`config.mk`:
```
export PLATFORM = sky130hd
export DESIGN_NAME = traffic_ctrl_nway
export DESIGN_NICKNAME = d
export VERILOG_FILES = /design/src/rtl/traffic_ctrl_nway.sv
export SDC_FILE = /design/constraint.sdc
export NUM_CORES = 1
export LEC_CHECK = 0
export ABC_AREA = 1
export CORE_MARGIN = 2
export CORE_UTILIZATION = 59
export DETAILED_ROUTE_END_ITERATION = 8
export PLACE_DENSITY = 0.92
export SYNTH_ARGS = -nofsm -noshare
export SYNTH_HDL_FRONTEND = slang
export SYNTH_SLANG_ARGS = --single-unit
export TNS_END_PERCENT = 30
```
`constraint.sdc`:
```
create_clock -name clk -period 6.6 [get_ports clk]
set_input_delay 1.32 -clock clk [delete_from_list [all_inputs] [get_ports clk]]
set_output_delay 1.32 -clock clk [all_outputs]
set_load 0.005 [all_outputs]
```
`src/rtl/traffic_ctrl_nway.sv`:
```
// Round-robin traffic-light sequencer for 2-4 directions. It runs on a one-second tick enable.
// It adds a flashing-green phase, an all-red clearance phase, pedestrian shortening and night flashing.
module traffic_ctrl_nway #(
  parameter int unsigned NUM_DIR     = 2,
  parameter int unsigned T_GREEN     = 20,
  parameter int unsigned T_FLASH     = 5,
  parameter int unsigned T_YELLOW    = 4,
  parameter int unsigned T_ALLRED    = 1,
  parameter int unsigned T_PED_GREEN = 5
) (
  input  logic                 clk,
  input  logic                 rst,
  input  logic                 sec_tick,
  input  logic                 day_night,
  input  logic [NUM_DIR-1:0]   ped_req,
  output logic [3*NUM_DIR-1:0] light_led,
  output logic [1:0]           active_dir,
  output logic [7:0]           cnt_bcd,
  output logic [NUM_DIR-1:0]   ped_wait
);

  typedef enum logic [2:0] {StGreen, StFlash, StYellow, StAllred, StNight} state_e;

  localparam logic [6:0] TGreen    = 7'(T_GREEN);
  localparam logic [6:0] TFlash    = 7'(T_FLASH);
  localparam logic [6:0] TYellow   = 7'(T_YELLOW);
  localparam logic [6:0] TAllred   = 7'(T_ALLRED);
  localparam logic [6:0] TPedGreen = 7'(T_PED_GREEN);
  localparam logic [1:0] LastDir   = 2'(NUM_DIR - 1);

  state_e             state_q, state_d;
  logic [6:0]         ptimer_q, ptimer_d;
  logic [1:0]         dir_q, dir_d;
  logic [NUM_DIR-1:0] pend_q, pend_d;
  logic               flash_q, flash_d;

  logic [NUM_DIR-1:0] active_oh;
  logic [1:0]         dir_next;
  logic               enter_green;
  logic               clamp;

  always_comb begin
    active_oh = '0;
    for (int d = 0; d < NUM_DIR; d++) begin
      active_oh[d] = (dir_q == 2'(d));
    end
  end

  assign dir_next = (dir_q == LastDir) ? 2'd0 : dir_q + 2'd1;
  assign clamp    = (|(pend_q & ~active_oh)) && (ptimer_q > TPedGreen);

  always_comb begin
    state_d     = state_q;
    ptimer_d    = ptimer_q;
    dir_d       = dir_q;
    flash_d     = flash_q;
    enter_green = 1'b0;
    // The direction holding green never latches its own request.
    pend_d = pend_q | (ped_req & ~(((state_q == StGreen) || (state_q == StFlash)) ?
                                   active_oh : '0));
    if (!day_night) begin
      state_d = StNight;
      if (sec_tick && (state_q == StNight)) flash_d = ~flash_q;
    end else if (state_q == StNight) begin
      if (T_ALLRED != 0) begin
        state_d  = StAllred;
        ptimer_d = TAllred;
        dir_d    = LastDir;
      end else begin
        dir_d       = 2'd0;
        enter_green = 1'b1;
      end
    end else if (sec_tick) begin
      if (state_q == StFlash) flash_d = ~flash_q;
      if (ptimer_q == 7'd1) begin
        unique case (state_q)
          StGreen: begin
            if (T_FLASH != 0) begin
              state_d  = StFlash;
              ptimer_d = TFlash;
              flash_d  = 1'b1;
            end else begin
              state_d  = StYellow;
              ptimer_d = TYellow;
            end
          end
          StFlash: begin
            state_d  = StYellow;
            ptimer_d = TYellow;
          end
          StYellow: begin
            if (T_ALLRED != 0) begin
              state_d  = StAllred;
              ptimer_d = TAllred;
            end else begin
              dir_d       = dir_next;
              enter_green = 1'b1;
            end
          end
          default: begin
            dir_d       = dir_next;
            enter_green = 1'b1;
          end
        endcase
      end else begin
        ptimer_d = ptimer_q - 7'd1;
      end
    end else if ((state_q == StGreen) && clamp) begin
      ptimer_d = TPedGreen;
    end

    if (enter_green) begin
      state_d  = StGreen;
      ptimer_d = TGreen;
      for (int d = 0; d < NUM_DIR; d++) begin
        if (dir_d == 2'(d)) pend_d[d] = 1'b0;
      end
    end
  end

  always_ff @(posedge clk) begin
    if (rst) begin
      state_q  <= StGreen;
      ptimer_q <= TGreen;
      dir_q    <= 2'd0;
      pend_q   <= '0;
      flash_q  <= 1'b0;
    end else begin
      state_q  <= state_d;
      ptimer_q <= ptimer_d;
      dir_q    <= dir_d;
      pend_q   <= pend_d;
      flash_q  <= flash_d;
    end
  end

  always_comb begin
    light_led = '0;
    for (int d = 0; d < NUM_DIR; d++) begin
      unique case (state_q)
        StGreen:  light_led[3*d +: 3] = active_oh[d] ? 3'b001 : 3'b100;
        StFlash:  light_led[3*d +: 3] = active_oh[d] ? {2'b00, flash_q} : 3'b100;
        StYellow: light_led[3*d +: 3] = active_oh[d] ? 3'b010 : 3'b100;
        StAllred: light_led[3*d +: 3] = 3'b100;
        default:  light_led[3*d +: 3] = {1'b0, flash_q, 1'b0};
      endcase
    end
  end

  logic [6:0] cnt_bin;
  always_comb begin
    unique case (state_q)
      StGreen:  cnt_bin = ptimer_q + TFlash + TYellow;
      StFlash:  cnt_bin = ptimer_q + TYellow;
      StYellow: cnt_bin = ptimer_q;
      default:  cnt_bin = 7'd0;
    endcase
    cnt_bcd = {4'(cnt_bin / 7'd10), 4'(cnt_bin % 7'd10)};
  end

  assign active_dir = dir_q;
  assign ped_wait   = pend_q;

endmodule
```
## After elaboration in Yosys (flattened, before gate mapping)

Cells that the tools add are included.

| storage, ports and cells | value |
|---|---|
| flip-flop bits (word level) | 15 |
| input bits | 6 |
| output and inout bits | 18 |

| operators by class | value |
|---|---|
| add/subtract/negate cells | 5 |
| div/mod/pow operators | 2 |
| $lt $le $gt $ge | 1 |
| equality and inequality tests | 13 |
| mux-type cells | 41 |
| bitwise operators | 7 |
| reductions and logical operators | 20 |

Operators with widths:

| kind | count |
|---|---|
| 7-bit one-hot mux with 3 select lines | 2 |
| 3-bit 2-to-1 mux | 10 |
| 7-bit 2-to-1 mux | 4 |
| 3-bit one-hot mux with 4 select lines | 2 |
| 7-bit by 3-bit adder with 7-bit output (second input constant) | 3 |
| 2-bit 2-to-1 mux | 8 |
| 1-bit 2-to-1 mux | 14 |
| 3-bit AND reduction | 4 |
| 3-bit one-hot mux with 3 select lines | 1 |
| 7-bit by 4-bit divider with 7-bit output (second input constant) | 1 |
| 7-bit by 1-bit equality test with 1-bit output (second input constant) | 1 |
| 7-bit by 3-bit greater-than comparator with 1-bit output (second input constant) | 1 |
| 7-bit by 4-bit modulo with 7-bit output (second input constant) | 1 |
| 7-bit by 1-bit subtractor with 7-bit output (second input constant) | 1 |
| 3-bit by 2-bit equality test with 1-bit output (second input constant) | 2 |
| 6-bit by 5-bit inequality test with 1-bit output (second input constant) | 1 |
| 2-bit nonzero test | 3 |
| 3-bit OR reduction | 2 |
| 5-bit by 1-bit inequality test with 1-bit output (second input constant) | 1 |
| 2-bit AND | 2 |
| 2-bit by 1-bit equality test with 1-bit output (second input constant) | 2 |
| 2-bit logical NOT | 2 |
| 2-bit inequality test (second input constant) | 2 |
| 2-bit inverter | 2 |
| other kinds (13) | 17 |

## Logic depth before layout (Yosys ltp)

| depth | value |
|---|---|
| depth in word-level cells | 10 |
| gate-level depth with buffers | 27 |
| mapped depth without buffers | 26 |

## Least setup slack after synthesis

OpenSTA, ideal clock, no wires.

| path | value |
|---|---|
| kind | register to output |
| start point | register ptimer_q[3] |
| end point | output cnt_bcd[1] |
| arrival time | 2,471 ps |
| setup slack | 2,809 ps |
| stages on the path, launching flop included | 24 |
| cell sequence | dfxtp_1 buf_2 inv_2 ha_1 nand2_1 nand3_1 nand3_2 nand3_2 nand3_1 nand3_2 nand2_2 nand3_1 nand3_2 nand2_2 nand2_2 nand2_2 nand2_1 inv_1 ha_1 inv_1 nand3_2 nand3_2 nand2_1 nand2_1 |

| between the ends | value |
|---|---|
| longest elaborated chain between the ends | 4 |
| elaborated cells between the ends (all ways) | 5 |
| classes of those cells | add/sub: 3; div: 1; mux: 1 |

RTL lines:

| item | line | source |
|---|---|---|
| start: declaration | 32 | `logic [6:0] ptimer_q, ptimer_d;` |
| start signal: assignment | 124 | `ptimer_q <= TGreen;` |
| start signal: assignment | 130 | `ptimer_q <= ptimer_d;` |
| 7-bit by 3-bit adder with 7-bit output (2 in a row) | 153 | `StGreen: cnt_bin = ptimer_q + TFlash + TYellow;` |
| 7-bit one-hot mux with 3 select lines * | 152 | `unique case (state_q)` |
| 7-bit by 4-bit modulo with 7-bit output * | 158 | `cnt_bcd = {4'(cnt_bin / 7'd10), 4'(cnt_bin % 7'd10)};` |
| end: declaration | 18 | `output logic [7:0] cnt_bcd,` |

Mark *: on every way between the ends. The rest lies on a longest branch, timed or not.

## Worst setup path after layout

| path | value |
|---|---|
| start point | register ptimer_q[3] |
| end point | output cnt_bcd[2] |

The elaborated chain is that of the path after synthesis.

==> impl_metrics.py <==
metrics = {
    "worst_setup_path": {
        "crit_path_frequent_cell": "sky130_fd_sc_hd__nand3_2",
        "setup.worst_path.start_class": "register",
        "worst_path_dominant_cell_family": "simple AND/OR/NAND/NOR gates",
        "cp_slowest_stage_delay_ns": 0.52,
        "launch_point_of_the_worst_path": "ptimer_q[3]",
        "crit_type": "reg2out",
        "crit_fanout": 8,
        "required_ns": 5.28,
        "worst_setup_path_end_kind": "output port",
        "worst-path-stages": 23,
        "reg2reg_slack_ns": 4.16,
        "r2r.worst_path.cells": 11,
        "critical_path_buf_inv_count": 4,
        "rr_endpoint": "ptimer_q[5]",
        "crit-reg2reg-launch": "ptimer_q[3]",
        "cp-endpoint": "cnt_bcd[2]",
        "worst_path_slowest_cell": "sky130_fd_sc_hd__dfxtp_1",
        "critPathArrivalTime_ns": 3.62,
        "critical_path.cell_chain": "inv_2, ha_1, nand2_1, nand3_1, nand3_2, nand3_2, nand3_1, nand3_2, nand2_2, nand3_1, nand3_2, nand2_2, nand2_2, nand2_2, nand2_1, inv_1, ha_1, inv_1, nand3_2, nand3_2, nand2_1, nand2_1, clkdlybuf4s50_1",
    },
    "yosys": {
        "synth_warnings": 0,
        "ys_ff_latch": 15,
        "synth_flop_cell": "sky130_fd_sc_hd__dfxtp_1",
        "postSynthCellCount": 266,
        "dominant_combinational_cell_family_by_area_after_synthesis": "simple AND/OR/NAND/NOR gates",
        "avgSynthCellArea_um2": 6.242,
        "asyncSetResetFlopFracSynth": 0,
        "synthMuxAreaShare": 0,
        "synth-adder-area-share": 0.05275,
        "xor_xnor_share_of_the_synthesized_area": 0.01583,
        "synth_area_um2": 1660,
        "syn-num-nets": 279,
        "yosysUniqueCellTypes": 34,
        "yosysSeqAreaShare": 0.1809,
        "synth_compound_area_frac": 0.1650,
        "synth-edff-count": 0,
        "synth-simple-area-share": 0.4619,
    },
    "clocking": {
        "library_cell_used_as_clock_root_buffer": "sky130_fd_sc_hd__clkbuf_4",
        "tritoncts.num_buffers": 3,
        "max-clock-path-buffers": 2,
        "clock_sink_count": 15,
        "clock_insertion_delay_worst_skew_ns": 0.30,
        "tritoncts_clock_tree": "done",
        "h_tree_depth": 1,
        "cts-hold-fix-buffers": 0,
        "clk_pin_slew_ns": 0.10,
        "post-cts-setup-buffers": 0,
        "cts.repair.resized": 0,
    },
    "global_routing": {
        "largest_net_degree_at_the_start_of_global_routing": 14,
        "via_count_of_the_first_global_routing_pass": 1641,
        "antenna_found_initial": 0,
        "grt_pass1_wl_um": 7003,
        "grt-ovfl-total": 0,
        "grt_util_all_layers": 0.2670,
    },
    "floorplanning": {
        "die-height_um": 57.05,
        "placementRows": 19,
        "top_ports": 24,
        "fp.coreArea_um2": 2710,
        "floorplan.initialDensity": 0.6126,
        "die_area_um2": 3255,
        "chipWidth_um": 57.05,
    },
    "final_layout": {
        "flow.area_growth_from_synthesis_pct": 16.65,
        "antenna_cells": 0,
        "post_route_cells_drive_above_1_share": 0.1626,
        "fin_cells": 320,
        "final_nets": 303,
    },
    "routing": {
        "pre_antenna_drt_iters": 5,
        "routed_wirelength_um": 4035,
        "drcViolationCount": 0,
        "remaining_antenna_violation_count": 0,
        "post_drt_via_cell_ratio": 5.588,
        "drt-wirelength-per-cell_um": 12.61,
        "drtIter0Drc": 104,
        "via_count": 1788,
    },
    "pwr": {
        "sequential_fraction_of_design_power": 0.311,
        "leakage_power_of_the_design_uw": 0.0009076,
        "cell_area_power_density_nw_per_um2": 175.4,
        "power.clock.fraction": 0.163,
        "p_sw_uw": 140.0,
        "power.switching_fraction": 0.4120,
        "ir_worst_vdd_mv": 0.1921,
        "power.internal_uw": 199.8,
        "power.share.combinational": 0.526,
    },
    "place": {
        "total_placed_cells_including_tap_cells": 316,
        "placement.io_buffers": 23,
        "detailed_place_hpwl_um": 3195,
        "routabilityCongestion": 0.9656,
    },
    "sta": {
        "setup_viol_count_final": 0,
        "min_period_over_period": 0.7480,
        "grt_setup_unrepaired": "false",
        "max-slew-margin-rel": 0.7073,
        "hold_viol": 0,
        "f_max_ghz": 0.2026,
        "skew_ns": 0.006872,
        "worst_pin_slew_ns": 0.4385,
        "timing.final.max_slew_violations": 0,
        "tns_ns": 0,
        "period_needed_ns": 4.937,
    },
    "job": {
        "drv.max_cap_violation_count": 0,
    },
    "status": {
        "outcome": "completed",
    },
    "hold_path": {
        "hold_class": "reg2reg",
        "min_from": "ped_wait[1]",
    },
}
==> final cells by class <==
cell class                 instances  area (µm²)
clock inverter                     1       5.005
timing repair buffer              23       230.2
sequential                        15       300.3
fill                             251       773.2
inverter                          48       185.2
tap                               31       38.79
clock buffer                       3       22.52
multi-input combinational        199        1155
==> sequential cells by signal, summed over array words and instances, names as in the netlist <==
signal and cells:
state_q 3, flash_q 1, ptimer_q 7, active_dir 2
ped_wait 2
==> worst reg2reg max path: cells and delay by family (launching register included) <==
family	cells	cell delay, ns
AO/OA/AOI/OAI	1	0.19
flip-flops	1	0.41
AND/OR/NAND/NOR	6	1.14
buffers and inverters	3	0.36
adder cells (fa/ha/maj)	1	0.23
==> Yosys cell counts, types with 2 or more instances <==
cell | instances | area [µm²]
sky130_fd_sc_hd__a211oi_1 | 3 | 22.52
sky130_fd_sc_hd__a21oi_1 | 14 | 70.07
sky130_fd_sc_hd__a31oi_1 | 3 | 18.77
sky130_fd_sc_hd__buf_2 | 4 | 20.02
sky130_fd_sc_hd__dfxtp_1 | 15 | 300.3
sky130_fd_sc_hd__ha_1 | 7 | 87.58
sky130_fd_sc_hd__inv_1 | 38 | 142.6
sky130_fd_sc_hd__inv_2 | 8 | 30.03
sky130_fd_sc_hd__inv_4 | 2 | 12.51
sky130_fd_sc_hd__nand2_1 | 55 | 206.5
sky130_fd_sc_hd__nand2_2 | 8 | 50.05
sky130_fd_sc_hd__nand2_4 | 4 | 45.04
sky130_fd_sc_hd__nand3_1 | 21 | 105.1
sky130_fd_sc_hd__nand3_2 | 11 | 110.1
sky130_fd_sc_hd__nand4_1 | 10 | 62.56
sky130_fd_sc_hd__nor2_1 | 21 | 78.83
sky130_fd_sc_hd__nor3_1 | 6 | 30.03
sky130_fd_sc_hd__nor4_1 | 2 | 12.51
sky130_fd_sc_hd__o211ai_1 | 3 | 22.52
sky130_fd_sc_hd__o21ai_0 | 12 | 60.06
sky130_fd_sc_hd__o21ai_1 | 2 | 10.01
sky130_fd_sc_hd__o22ai_1 | 2 | 12.51
sky130_fd_sc_hd__or2_2 | 3 | 18.77
sky130_fd_sc_hd__xor2_1 | 2 | 17.52
==> cell families (layout without fill, tap and decap cells) <==
| logic type | count (synthesis) | after routing |
|---|---|---|
| simple gates | 145 | 145 |
| buf+inv | 52 | 75 |
| compound gates | 44 | 44 |
| flops | 15 | 15 |
| fa+ha+maj | 7 | 7 |
| xor+xnor | 3 | 3 |
==> layout by cell type, fill, tap and decap left out, types with 2 or more instances in the layout <==
| cell | synthesis | final |
|---|---|---|
| sky130_fd_sc_hd__inv_4 | 2 | 2 |
| sky130_fd_sc_hd__o21ai_0 | 12 | 12 |
| sky130_fd_sc_hd__o21ai_1 | 2 | 2 |
| sky130_fd_sc_hd__nand4_1 | 10 | 10 |
| sky130_fd_sc_hd__a211oi_1 | 3 | 3 |
| sky130_fd_sc_hd__nand2_2 | 8 | 8 |
| sky130_fd_sc_hd__o22ai_1 | 2 | 2 |
| sky130_fd_sc_hd__or2_2 | 3 | 3 |
| sky130_fd_sc_hd__nand3_2 | 11 | 11 |
| sky130_fd_sc_hd__nor4_1 | 2 | 2 |
| sky130_fd_sc_hd__nand3_1 | 21 | 21 |
| sky130_fd_sc_hd__nand2_4 | 4 | 4 |
| sky130_fd_sc_hd__nor3_1 | 6 | 6 |
| sky130_fd_sc_hd__nor2_1 | 21 | 21 |
| sky130_fd_sc_hd__o211ai_1 | 3 | 3 |
| sky130_fd_sc_hd__a21oi_1 | 14 | 14 |
| sky130_fd_sc_hd__inv_1 | 38 | 38 |
| sky130_fd_sc_hd__clkbuf_4 | 0 | 3 |
| sky130_fd_sc_hd__xor2_1 | 2 | 2 |
| sky130_fd_sc_hd__ha_1 | 7 | 7 |
| sky130_fd_sc_hd__inv_2 | 8 | 8 |
| sky130_fd_sc_hd__a31oi_1 | 3 | 3 |
| sky130_fd_sc_hd__nand2_1 | 55 | 55 |
| sky130_fd_sc_hd__clkdlybuf4s50_1 | 0 | 23 |
| sky130_fd_sc_hd__dfxtp_1 | 15 | 15 |
==> power by group through the flow <==
stage,clock network (µW),registers [µW],logic (µW)
after global placement,0,107,174
final,55.5,106,179
after detailed placement,0,107,177
after floorplan,0,103,116
after CTS,57.6,105,178
after global routing,60.7,107,200
==> worst min path at each step <==
stage | endpoint | slack (ns) | cells after the start
after floorplan | ped_wait[1] | 0.51 | 2
after global placement | ped_wait[0] | 0.54 | 4
after global routing | ped_wait[1] | 0.59 | 2
after CTS | ped_wait[1] | 0.56 | 2
after detailed placement | ped_wait[1] | 0.54 | 2
final | ped_wait[1] | 0.55 | 2
==> per-layer routing <==
layer,share of wire,wire (µm),up-vias,global-route usage
met5,0,0,-,0
li1,-,-,928,-
met3,0.058,235,10,0.02041
met1,0.45,1833,778,0.3562
met4,0.016,63,0,0.09967
met2,0.47,1902,72,0.4516
==> metrics by stage <==
stage | util | instance area, µm² | total power [µW] | setup slack [ns] | hold slack [ns]
2_1_floorplan | - | 1660 | 219.2 | 2.809 | 0.5134
3_3_place_gp | 0.7045 | 1909 | 281.5 | 2.094 | 0.5384
3_5_place_dp | 0.7045 | 1909 | 284.2 | 2.033 | 0.5419
4_1_cts | 0.7147 | 1937 | 341.1 | 1.678 | 0.5572
5_1_grt | 0.7147 | 1937 | 367.0 | 1.306 | 0.5927
6_report | 0.7147 | 1937 | 339.8 | 1.663 | 0.5521
No activity file was read; power rests on OpenSTA's default activity.
